==> src/rtl/fir_sum_reader.sv <==
// fir_sum_reader: drains the FIR core sum queue, rescales Q15 sums
// to saturated OUT_W samples and streams them out of a 2-entry FIFO.
// Ports: clk3/reset (sync, active-high); empty/read/sum to core;
//   out_data/out_valid/out_ready stream; sat_cnt saturation count.
// Option: define FIR_SUM_ROUND_EN to round half up before the shift.
module fir_sum_reader #(
   parameter int SUM_W  = 32,
   parameter int OUT_W  = 16,
   parameter int SHIFT  = 15,
   parameter int RD_LAT = 1
) (
   input  logic             clk3,
   input  logic             reset,
   input  logic             empty,
   output logic             read,
   input  logic [SUM_W-1:0] sum,
   output logic [OUT_W-1:0] out_data,
   output logic             out_valid,
   input  logic             out_ready,
   output logic [7:0]       sat_cnt
);

   localparam int CW = $clog2(RD_LAT + 1);
   localparam int PW = SUM_W - OUT_W + 2;

   localparam logic signed [SUM_W:0] HALF =
      {{SUM_W{1'b0}}, 1'b1} << (SHIFT - 1);
   localparam logic signed [SUM_W:0] MAXV =
      {{PW{1'b0}}, {(OUT_W-1){1'b1}}};
   localparam logic signed [SUM_W:0] MINV =
      {{PW{1'b1}}, {(OUT_W-1){1'b0}}};

   typedef enum logic [1:0] {
      IDLE,
      RD,
      WAIT
   } state_t;

   state_t           state;
   logic [CW-1:0]    wcnt;
   logic [OUT_W-1:0] mem [2];
   logic             wr_ptr;
   logic             rd_ptr;
   logic [1:0]       count;
   logic [1:0]       cnt_nxt;
   logic             push;
   logic             pop;

   logic signed [SUM_W:0] ext;
   logic signed [SUM_W:0] rnd;
   logic signed [SUM_W:0] shf;
   logic                  sat;
   logic [OUT_W-1:0]      res;

   // Extra sign bit keeps the rounding add from wrapping at +max.
   always_comb begin
      ext = {sum[SUM_W-1], sum};
`ifdef FIR_SUM_ROUND_EN
      rnd = ext + HALF;
`else
      rnd = ext;
`endif
      shf = rnd >>> SHIFT;
      sat = 1'b0;
      res = shf[OUT_W-1:0];
      if (shf > MAXV) begin
         sat = 1'b1;
         res = MAXV[OUT_W-1:0];
      end else if (shf < MINV) begin
         sat = 1'b1;
         res = MINV[OUT_W-1:0];
      end
   end

   assign push = (state == WAIT) &&
                 (wcnt == CW'(RD_LAT));
   assign pop  = out_valid & out_ready;

   always_comb begin
      cnt_nxt = count;
      if (push && !pop)
         cnt_nxt = count + 2'd1;
      else if (!push && pop)
         cnt_nxt = count - 2'd1;
   end

   assign out_data = mem[rd_ptr];

   always_ff @(posedge clk3) begin
      if (reset) begin
         state     <= IDLE;
         read      <= 1'b0;
         wcnt      <= '0;
         mem[0]    <= '0;
         mem[1]    <= '0;
         wr_ptr    <= 1'b0;
         rd_ptr    <= 1'b0;
         count     <= 2'd0;
         out_valid <= 1'b0;
         sat_cnt   <= 8'd0;
      end else begin
         unique case (state)
            IDLE: begin
               // Buffer cannot fill while idle, so the
               // count check here guarantees room later.
               if (!empty && count < 2'd2) begin
                  state <= RD;
                  read  <= 1'b1;
               end
            end
            RD: begin
               read  <= 1'b0;
               state <= WAIT;
               wcnt  <= CW'(1);
            end
            WAIT: begin
               if (wcnt == CW'(RD_LAT))
                  state <= IDLE;
               else
                  wcnt <= wcnt + CW'(1);
            end
            default: begin
               state <= IDLE;
               read  <= 1'b0;
            end
         endcase

         if (push) begin
            mem[wr_ptr] <= res;
            wr_ptr      <= ~wr_ptr;
            if (sat && sat_cnt != 8'hFF)
               sat_cnt <= sat_cnt + 8'd1;
         end
         if (pop)
            rd_ptr <= ~rd_ptr;
         count     <= cnt_nxt;
         out_valid <= (cnt_nxt != 2'd0);
      end
   end

endmodule
==> config.mk <==
export PLATFORM = sky130hd
export DESIGN_NAME = fir_sum_reader
export DESIGN_NICKNAME = d
export VERILOG_FILES = /design/src/rtl/fir_sum_reader.sv
export SDC_FILE = /design/constraint.sdc
export NUM_CORES = 1
export LEC_CHECK = 0
export ABC_CLOCK_PERIOD_IN_PS = 4600
export CAP_MARGIN = 5
export CORE_ASPECT_RATIO = 1.1
export CORE_MARGIN = 2
export CORE_UTILIZATION = 50
export CTS_BUF_LIST = sky130_fd_sc_hd__clkbuf_4 sky130_fd_sc_hd__clkbuf_8
export DETAILED_ROUTE_END_ITERATION = 16
export MAX_ROUTING_LAYER = met4
export PLACE_DENSITY = 0.84
export SLEW_MARGIN = 15
export SYNTH_ARGS = -nofsm -noshare
export SYNTH_HDL_FRONTEND = slang
export SYNTH_SLANG_ARGS = --single-unit
==> constraint.sdc <==
create_clock -name clk3 -period 4.6 [get_ports clk3]
set_input_delay 0.69 -clock clk3 [delete_from_list [all_inputs] [get_ports clk3]]
set_output_delay 0.69 -clock clk3 [all_outputs]
set_load 0.05 [all_outputs]
==> reports/qor.csv, run 1 <==
stage,metric,value,unit
synthesis,ys_seq_area_share,55.6,%
floorplan,row_count,26,
outcome,outcome,"complete, no violations",
power,vdd_drop_max,0.224,mV
worst_setup_path,end_kind,output pin,
synthesis,yosys_warnings,0,
final_layout,drive_gt1_share,10.9,%
floorplan,die_area,5320,µm²
global_route,grt_pass1_vias,1713,
cts,cts_tree,yes,
cts,cts-root-buf,clkbuf_8,
sta,hold_violations,0,
worst_setup_path,slowest_delay,0.79,ns
floorplan,die_h,76.3,µm
power,switchingPower,257,µW
worst_setup_path,critical_path.slowest_cell,dfxtp_1,
routing,postRouteAntennaNets,0,
synthesis,synth_edf_count,32,
worst_setup_path,critPathArrivalTime,2.21,ns
final_layout,mostFrequentLayoutCells,"nor2_1, clkdlybuf4s50_1, edfxtp_1, a21oi_1, dfxtp_1",
synthesis,synth_cells,241,
cts,cts_resized,0,
floorplan,core,4620,µm²
synthesis,syn_nets,281,
floorplan,fp.dieW,69.7,µm
synthesis,synth-simple-area-share,19.9,%
global_route,grt_antenna_before_repair,0,
worst_setup_path,startpoint_type,flip-flop,
worst_setup_path,critical_path_class,reg2out,
sta,fmax,345,MHz
synthesis,synth_top_family_by_area,simple AND/OR/NAND/NOR gates,
worst_setup_path,cp_top_family,flip-flops,
routing,vias_per_cell,5.46,
power,p_per_area,333,nW/µm²
synthesis,synth.area.top_cells,"edfxtp_1, dfxtp_1, nor2_1, mux2_2, a21oi_1",
synthesis,synth_compound_area_share,8.79,%
routing,wl_per_cell,13.6,µm
final_layout,nFillCells,367,
cts,clkTransAtPathRegs,0.09,ns
power,power.leakage,1.07,nW
cts,post_cts_buffers,0,
placement,globalplace.congestion,0.821,
global_route,gr-total-overflow,0,
sta,worst_slack,1.70,ns
power,swShare,25.7,%
synthesis,synthesis.area,2380,µm²
routing,post-route-drc-count,0,
synthesis,synth_xor_area_share,1.47,%
placement,io_buffers,46,
sta,finalSetupTns,0,ns
global_route,grt_pass1_wl,7.58,mm
placement,preCtsSetupSlack,1.65,ns
cts,ctsHoldBuffers,0,
synthesis,yosys.area.top_type,edfxtp_1,
sta,timing.slew.headroom,46.9,%
final_layout,final_nets,324,
worst_setup_path,cp.required,3.91,ns
routing,finalWirelength,4.65,mm
synthesis,yosysUniqueCellTypes,37,
placement,hpwl,3.05,mm
synthesis,synth_async_sr_flop_share,0,%
worst_setup_path,cp_cell_sequence,"mux2_2, clkdlybuf4s50_1",
sta,finalCritPeriodShare,63.1,%
synthesis,synth_fa_ha_area_share,2.11,%
routing,firstDrtPassIters,4,
sta,period_minus_slack,2.90,ns
global_route,grt_usage,18.3,%
cts,insertion_delay,0.30,ns
power,p_comb_share,17.4,%
power,seqPwrFrac,51.2,%
sta,fin_skew,0.00479,ns
hold_path,hold_class,reg2reg,
power,internal_power,742,µW
sta,maxSlewViolCount,0,
synthesis,syn_avg_cell_area,9.86,µm²
power,p_clk_share,31.4,%
job,max_cap_viol_count,0,
cts,cts_made_buffers,5,
cts,cts.sinks,50,
cts,htreeDepth,2,
synthesis,ys.flop_type,edfxtp_1,
floorplan,ios,62,
routing,routed-via-count,1861,
final_layout,num_antenna_cells,0,
global_route,grt_max_degree,32,
synthesis,synth-seq-cells,50,
sta,rsz0062_at_grt,false,
worst_setup_path,path_buf_inv,1,
sta,setup_viol_count_final,0,
synthesis,synthMuxAreaShare,8.89,%
worst_setup_path,crit_fanout,16,
cts,clk_path_buf_depth,2,
synthesis,yosysTopAreaCellShare,40.4,%
floorplan,initial_core_util,51.5,%
final_layout,layout_commonest_cell,nor2_1,
routing,drt_iter0_markers,166,
final_layout,areaGrowthSynthToFinish,25.9,%
sta,worst_pin_slew,0.797,ns
routing by layer:
layer  GRT usage, %  wire length, µm  vias up
met5              -                0        -
met4           4.23               44        0
met3           4.76              256        6
met2           31.9             2400       56
met1           21.3             1950      880
li1               -                -      919
stage by stage:
stage / power (mW) / utilization, % / cells / hold WS, ns / cell area (µm²)
6_report: 0.998 / 64.8 / 341 / 0.499 / 2990
3_3_place_gp: 0.691 / 62.4 / 333 / 0.480 / 2880
5_1_grt: 1.04 / 64.8 / 341 / 0.520 / 2990
2_1_floorplan: 0.636 / - / 241 / 0.472 / 2380
4_1_cts: 1.00 / 64.8 / 341 / 0.499 / 2990
3_5_place_dp: 0.695 / 62.4 / 333 / 0.484 / 2880
sequential cells by signal (all words and copies together) (netlist names), 2 cells and up, named ones only:
signal / flops
sat_cnt: 8
state: 2
count: 2
mem: 32
kinds of logic (layout without fill, tap and decap cells):
group,Yosys count,after routing
compound gates,35,35
fa+ha+maj,4,4
flops,50,50
xor+xnor,4,4
buf+inv,19,63
simple gates,110,110
mux,19,19
tightest hold or removal path, cell delays in order, from the launching register on:
cell	delay, ns
dfxtp_1	0.32
nor2_1	0.09
nor3_1	0.04
path summary, 6_finish.rpt:
| path | cells after the start | startpoint | endpoint | slack, ns |
|---|---|---|---|---|
| worst max-delay path | 2 | flip-flop | out_data[11] | 1.70 |
| worst min-delay path | 2 | read | read | 0.50 |
| worst max register to register | 6 | state[0] | sat_cnt[7] | 2.53 |
| worst min register to register | 2 | read | read | 0.50 |
final cells by class:
class,instances,area [µm²],share of cell area (%)
Sequential cell,50,1320,44.1
Multi-Input combinational cell,172,980,32.7
Timing Repair Buffer,50,490,16.4
Clock buffer,7,83.8,2.80
Tap cell,56,70.1,2.34
Clock inverter,1,30.0,1.00
Inverter,5,18.8,0.627
synthesized netlist by cell type, types with 5 or more instances:
cell	count
nor2_1	77
edfxtp_1	32
a21oi_1	21
dfxtp_1	18
mux2_2	17
clkbuf_1	11
nand2_1	8
a211oi_1	5
inv_1	5
nand3_1	5
nor3_1	5
power groups by stage:
| stage | logic [mW] | clock network (mW) | registers [mW] |
|---|---|---|---|
| 6_report | 0.173 | 0.314 | 0.511 |
| 5_1_grt | 0.187 | 0.342 | 0.514 |
| 4_1_cts | 0.174 | 0.316 | 0.511 |
| 3_5_place_dp | 0.173 | 0 | 0.521 |
| 3_3_place_gp | 0.170 | 0 | 0.520 |
| 2_1_floorplan | 0.113 | 0 | 0.523 |
Power figures use the tool's default switching activity.
==> inputs of run 2 (changes only) <==
--- a/config.mk
+++ b/config.mk
@@ -5,15 +5,15 @@
 export SDC_FILE = /design/constraint.sdc
 export NUM_CORES = 1
 export LEC_CHECK = 0
-export ABC_CLOCK_PERIOD_IN_PS = 4600
+export ABC_CLOCK_PERIOD_IN_PS = 2400
 export CAP_MARGIN = 5
 export CORE_ASPECT_RATIO = 1.1
 export CORE_MARGIN = 2
-export CORE_UTILIZATION = 50
+export CORE_UTILIZATION = 45
 export CTS_BUF_LIST = sky130_fd_sc_hd__clkbuf_4 sky130_fd_sc_hd__clkbuf_8
 export DETAILED_ROUTE_END_ITERATION = 16
 export MAX_ROUTING_LAYER = met4
-export PLACE_DENSITY = 0.84
+export PLACE_DENSITY = 0.8
 export SLEW_MARGIN = 15
 export SYNTH_ARGS = -nofsm -noshare
 export SYNTH_HDL_FRONTEND = slang
==> constraint.sdc (replaced) <==
create_clock -name clk3 -period 2.4 [get_ports clk3]
set_input_delay 0.36 -clock clk3 [delete_from_list [all_inputs] [get_ports clk3]]
set_output_delay 0.36 -clock clk3 [all_outputs]
set_load 0.05 [all_outputs]
==> reports/qor.csv, run 2 (synthesis gave the netlist of run 1 again) <==
stage,metric,value,unit,change
final_layout,num_antenna_cells,0,,unchanged
power,p_comb_share,17.9,%,+0.5 points
cts,cts.sinks,50,,unchanged
cts,ctsHoldBuffers,0,,unchanged
cts,cts_tree,yes,,
sta,period_minus_slack,2.22,ns,
cts,insertion_delay,0.30,ns,about the same
cts,post_cts_buffers,0,,unchanged
global_route,grt_usage,17.7,%,-0.58 points
worst_setup_path,critPathArrivalTime,1.86,ns,-0.35 ns
worst_setup_path,r2r_start,state[0],,
power,swShare,26.5,%,+0.77 points
job,max_cap_viol_count,0,,unchanged
final_layout,areaGrowthSynthToFinish,27.2,%,
cts,cts-root-buf,clkbuf_8,,
hold_path,min_to,read,,
routing,postRouteAntennaNets,0,,unchanged
worst_setup_path,critical_path.slowest_cell,clkdlybuf4s50_1,,
global_route,grt_pass1_wl,7.82,mm,+3.2%
final_layout,drive_gt1_share,15.8,%,+4.9 points
floorplan,die_h,80.2,µm,+5.1%
global_route,grt_max_degree,31,,-3.1%
floorplan,ios,62,,unchanged
cts,clk_path_buf_depth,2,,unchanged
routing,finalWirelength,4.99,mm,+7.2%
floorplan,core,5070,µm²,+9.7%
worst_setup_path,cp_cell_sequence,"mux2_2, clkdlybuf4s50_1",,
final_layout,layout_commonest_cell,nor2_1,,
power,finalPower,1.92,mW,+92%
placement,dpl_cell_area,2910,µm²,+0.96%
routing,firstDrtPassIters,4,,unchanged
power,internal_power,1.41,mW,+90%
hold_path,hold_depth,2,,unchanged
placement,io_buffers,46,,unchanged
cts,htreeDepth,2,,unchanged
power,p_per_area,636,nW/µm²,+91%
sta,fin_skew,0.00934,ns,+0.00455 ns
sta,hold_violations,0,,unchanged
sta,setup_viol_count_final,0,,unchanged
routing,post-route-drc-count,0,,unchanged
global_route,gr-total-overflow,0,,unchanged
power,vdd_drop_max,0.345,mV,+54%
worst_setup_path,crit_fanout,10,,-6
routing,vias_per_cell,5.38,,-1.5%
floorplan,fp.dieW,73.3,µm,+5.1%
worst_setup_path,r2r_setup_slack,0.39,ns,-2.14 ns
power,power.leakage,1.11,nW,+3.3%
floorplan,row_count,27,,+3.8%
floorplan,initial_core_util,46.9,%,-4.5 points
global_route,grt_antenna_before_repair,0,,unchanged
hold_path,hold_class,reg2reg,,
floorplan,die_area,5880,µm²,+10%
final_layout,reg_top3,"mem x32, sat_cnt x8",,
worst_setup_path,startpoint_type,flip-flop,,
sta,fmax,450,MHz,
sta,finalSetupTns,0,ns,unchanged
final_layout,final_nets,330,,+1.9%
cts,clkTransAtPathRegs,0.09,ns,about the same
cts,cts_made_buffers,5,,unchanged
global_route,grt_pass1_vias,1842,,+7.5%
worst_setup_path,end_kind,output pin,,
worst_setup_path,slowest_delay,0.72,ns,-0.07 ns
routing,drt_iter0_markers,110,,-34%
outcome,outcome,"complete, no violations",,
placement,hpwl,3.41,mm,+12%
final_layout,mostFrequentLayoutCells,"nor2_1, clkdlybuf4s50_1, edfxtp_1, a21oi_1, buf_4",,
final_layout,largest-register,mem,,
sta,maxSlewViolCount,0,,unchanged
worst_setup_path,critical_path_class,reg2out,,
sta,timing.slew.headroom,60.8,%,+14 points
final_layout,finalInstanceArea,3020,µm²,+0.96%
final_layout,largest_register_ffs,32,,unchanged
sta,finalCritPeriodShare,92.5,%,
power,switchingPower,509,µW,+98%
hold_path,hp-start,read,,
sta,worst_pin_slew,0.588,ns,-0.208 ns
placement,globalplace.congestion,0.789,,-3.8%
power,seqPwrFrac,50.8,%,-0.4 points
cts,cts_resized,0,,unchanged
worst_setup_path,rr_worst_depth,6,,unchanged
worst_setup_path,r2r-end,sat_cnt[7],,
routing,wl_per_cell,14.3,µm,+4.8%
worst_setup_path,cp.required,2.04,ns,-1.87 ns
routing,routed-via-count,1877,,+0.86%
sta,rsz0062_at_grt,false,,
power,p_clk_share,31.2,%,-0.2 points
==> run 2: cell types whose count changed in the layout (fill, tap and decap cells not counted), sizes merged <==
cell / before / now
clkbuf: 7 / 6
clkdlybuf4s50: 46 / 38
buf: 4 / 18
clkinvlp: 0 / 1
==> run 2: critical path: cells and delay by family (launching register included) <==
kind     cells  cell delay (ns)
flops        1             0.48
buf+inv      1             0.72
mux          1             0.36
==> run 2: how the worst max path moves through the flow <==
stage / start / end / slack (ns)
floorplan: state[0] / mem[0][0] / 0.37
global placement: sum[31] / sat_cnt[7] / 0.33
detailed placement: sum[30] / sat_cnt[7] / 0.32
CTS: flip-flop / out_data[14] / 0.02
global route: flip-flop / out_data[15] / 0.12
finish: flip-flop / out_data[14] / 0.18
==> run 2: layout make-up <==
class                      instances  area [µm²]
clock inverter                     2        37.5
sequential                        50        1320
multi-input combinational        172         980
fill                             424        2040
inverter                           5        18.8
clock buffer                       6        76.3
timing repair buffer              56         515
tap                               58        72.6
==> run 2: stage by stage <==
stage / hold slack, ns / cells / setup WS [ns] / util, %
after CTS: 0.507 / 349 / 0.0232 / 59.6
after floorplan: 0.472 / 241 / 0.370 / -
after global placement: 0.481 / 341 / 0.326 / 57.4
after global routing: 0.548 / 349 / 0.122 / 59.7
final: 0.499 / 349 / 0.179 / 59.7
after detailed placement: 0.493 / 341 / 0.321 / 57.4
==> run 2: power groups by stage <==
stage                     clock network, mW  registers, mW  logic, mW
after CTS                             0.607          0.977      0.348
final                                 0.600          0.977      0.345
after floorplan                           0           1.00      0.217
after global routing                  0.632          0.982      0.371
after detailed placement                  0          0.997      0.344
after global placement                    0          0.994      0.336
==> run 2: routing by layer <==
layer | share of wire [%] | track usage, % | wire length, µm
met3 | 5.7 | 4.52 | 284
met5 | 0 | - | 0
met2 | 52 | 32.5 | 2590
met4 | 0.92 | 4.73 | 46
met1 | 42 | 18.7 | 2070
==> inputs of run 3 (changes only) <==
--- a/config.mk
+++ b/config.mk
@@ -12,8 +12,9 @@
 export CORE_UTILIZATION = 45
 export CTS_BUF_LIST = sky130_fd_sc_hd__clkbuf_4 sky130_fd_sc_hd__clkbuf_8
 export DETAILED_ROUTE_END_ITERATION = 16
+export GPL_TIMING_DRIVEN = 0
 export MAX_ROUTING_LAYER = met4
-export PLACE_DENSITY = 0.8
+export PLACE_DENSITY = 0.78
 export SLEW_MARGIN = 15
 export SYNTH_ARGS = -nofsm -noshare
 export SYNTH_HDL_FRONTEND = slang
==> reports/qor.csv, run 3 (synthesis gave the netlist of run 1 again) <==
stage,metric,value,unit,change
routing,wl_per_cell,14.2,µm,-0.97%
worst_setup_path,r2r_start,state[0],,
sta,fmax,445,MHz,-1.1%
hold_path,hold_depth,2,,unchanged
placement,preCtsSetupSlack,-0.204,ns,-0.525 ns
worst_setup_path,critPathArrivalTime,1.89,ns,+0.03 ns
global_route,met3_usage,4.39,%,-0.13 points
sta,rsz0062_at_grt,false,,
sta,hold_violations,0,,unchanged
job,max_cap_viol_count,0,,unchanged
routing,postRouteAntennaNets,0,,unchanged
cts,ctsHoldBuffers,0,,unchanged
final_layout,largest-register,mem,,
sta,worst_slack,0.153,ns,-0.0257 ns
power,power.leakage,1.11,nW,-0.25%
sta,maxSlewViolCount,0,,unchanged
final_layout,stdcell_count,352,,+0.86%
power,vdd_drop_max,0.424,mV,+23%
routing,finalWirelength,4.98,mm,-0.12%
worst_setup_path,r2r_setup_slack,0.22,ns,-0.17 ns
outcome,outcome,"complete, no violations",,
global_route,grt_usage,17.9,%,+0.20 points
worst_setup_path,end_kind,output pin,,
sta,worst_pin_slew,0.824,ns,+0.236 ns
final_layout,drive_gt1_share,10.9,%,-4.9 points
global_route,grt_max_degree,17,,-45%
final_layout,reg_top3,"mem x32, sat_cnt x8",,
routing,post-route-drc-count,0,,unchanged
floorplan,row_count,27,,unchanged
global_route,gr-total-overflow,0,,unchanged
worst_setup_path,startpoint_type,flip-flop,,
power,p_per_area,633,nW/µm²,-0.47%
final_layout,mostFrequentLayoutCells,"nor2_1, clkdlybuf4s50_1, edfxtp_1, a21oi_1, dfxtp_1",,
routing,routed-via-count,1862,,-0.80%
cts,cts-root-buf,clkbuf_8,,
placement,globalplace.congestion,0.795,,+0.75%
floorplan,ios,62,,unchanged
global_route,met2_usage,29.8,%,-2.7 points
sta,timing.slew.headroom,45.1,%,-16 points
cts,insertion_delay,0.30,ns,about the same
placement,hpwl,3.49,mm,+2.1%
cts,htreeDepth,2,,unchanged
floorplan,core,5070,µm²,unchanged
sta,finalCritPeriodShare,93.6,%,+1.1 points
hold_path,min_to,read,,
placement,io_buffers,45,,-2.2%
final_layout,final_nets,333,,+0.91%
floorplan,die_h,80.2,µm,unchanged
cts,clk_path_buf_depth,2,,unchanged
final_layout,largest_register_ffs,32,,unchanged
cts,cts.sinks,50,,unchanged
cts,clkTransAtPathRegs,0.08,ns,about the same
worst_setup_path,crit_fanout,10,,unchanged
worst_setup_path,r2r-end,mem[1][7],,
cts,cts_made_buffers,5,,unchanged
final_layout,num_antenna_cells,0,,unchanged
placement,dp_cells,345,,+1.2%
final_layout,areaGrowthSynthToFinish,26.9,%,
global_route,grt_pass1_vias,1690,,-8.3%
worst_setup_path,cp.required,2.04,ns,about the same
global_route,grt_antenna_before_repair,0,,unchanged
final_layout,final_util,59.5,%,-0.12 points
sta,fin_skew,0.00761,ns,-0.00172 ns
power,finalPower,1.91,mW,-0.68%
global_route,grt.busiest_layer,met2,,
sta,period_minus_slack,2.25,ns,+0.0257 ns
sta,setup_viol_count_final,0,,unchanged
hold_path,hold_class,reg2reg,,
routing,vias_per_cell,5.29,,-1.6%
routing,drt_iter0_markers,151,,+37%
routing,firstDrtPassIters,5,,+1
cts,cts_tree,yes,,
floorplan,initial_core_util,46.9,%,unchanged
worst_setup_path,critical_path_class,reg2out,,
hold_path,hp-start,read,,
floorplan,fp.dieW,73.3,µm,unchanged
worst_setup_path,rr_worst_depth,4,,-2
floorplan,die_area,5880,µm²,unchanged
global_route,grt_use_met1,22.2,%,+3.5 points
global_route,grt_pass1_wl,7.89,mm,+0.88%
final_layout,layout_commonest_cell,nor2_1,,
run 3: final cells by class:
cell class,instances,area (µm²)
Timing Repair Buffer,46,449
Inverter,5,18.8
Buffer,13,57.6
Clock inverter,2,37.5
Fill cell,451,2050
Multi-Input combinational cell,172,983
Sequential cell,50,1320
Clock buffer,6,76.3
Tap cell,58,72.6
run 3: through the flow:
stage / hold slack, ns / cell area, µm² / setup TNS, ns
after CTS: 0.498 / 3020 / 0
after global routing: 0.568 / 3020 / 0
final: 0.493 / 3020 / 0
after global placement: 0.480 / 2900 / -4.41
after detailed placement: 0.484 / 2920 / -2.66
after floorplan: 0.472 / 2380 / 0
run 3: repair_timing:
action,in CTS,in global routing
setup buffers,0,0
gates resized for setup,12,0
endpoints found under the hold margin,0,0
endpoints found under the setup margin,11,0
run 3: routing by layer:
layer  share of wire (%)  vias to the layer above
met5                   0                        -
met4                0.24                        0
met3                 4.4                        2
met2                  50                       56
met1                  45                      871
li1                    -                      933
run 3: worst max path at each step:
stage | start | end | slack, ns | depth (start not counted)
global placement | flip-flop | out_data[5] | -0.18 | 4
CTS | flip-flop | out_data[5] | 0.12 | 3
detailed placement | flip-flop | out_data[5] | -0.20 | 4
floorplan | state[0] | mem[0][0] | 0.37 | 5
global route | state[0] | mem[1][7] | 0.06 | 4
finish | flip-flop | out_data[5] | 0.15 | 3
run 3: critical path, stage by stage (launching register included):
cell	delay, ns
dfxtp_1	0.50
clkbuf_4	0.30
mux2_2	0.36
dlygate4sd2_1	0.42
run 3: power by group:
part	internal (mW)	switching, mW	leakage (nW)
Sequential	0.952	0.0210	0.477
Clock	0.322	0.275	0.0548
Combinational	0.129	0.209	0.576
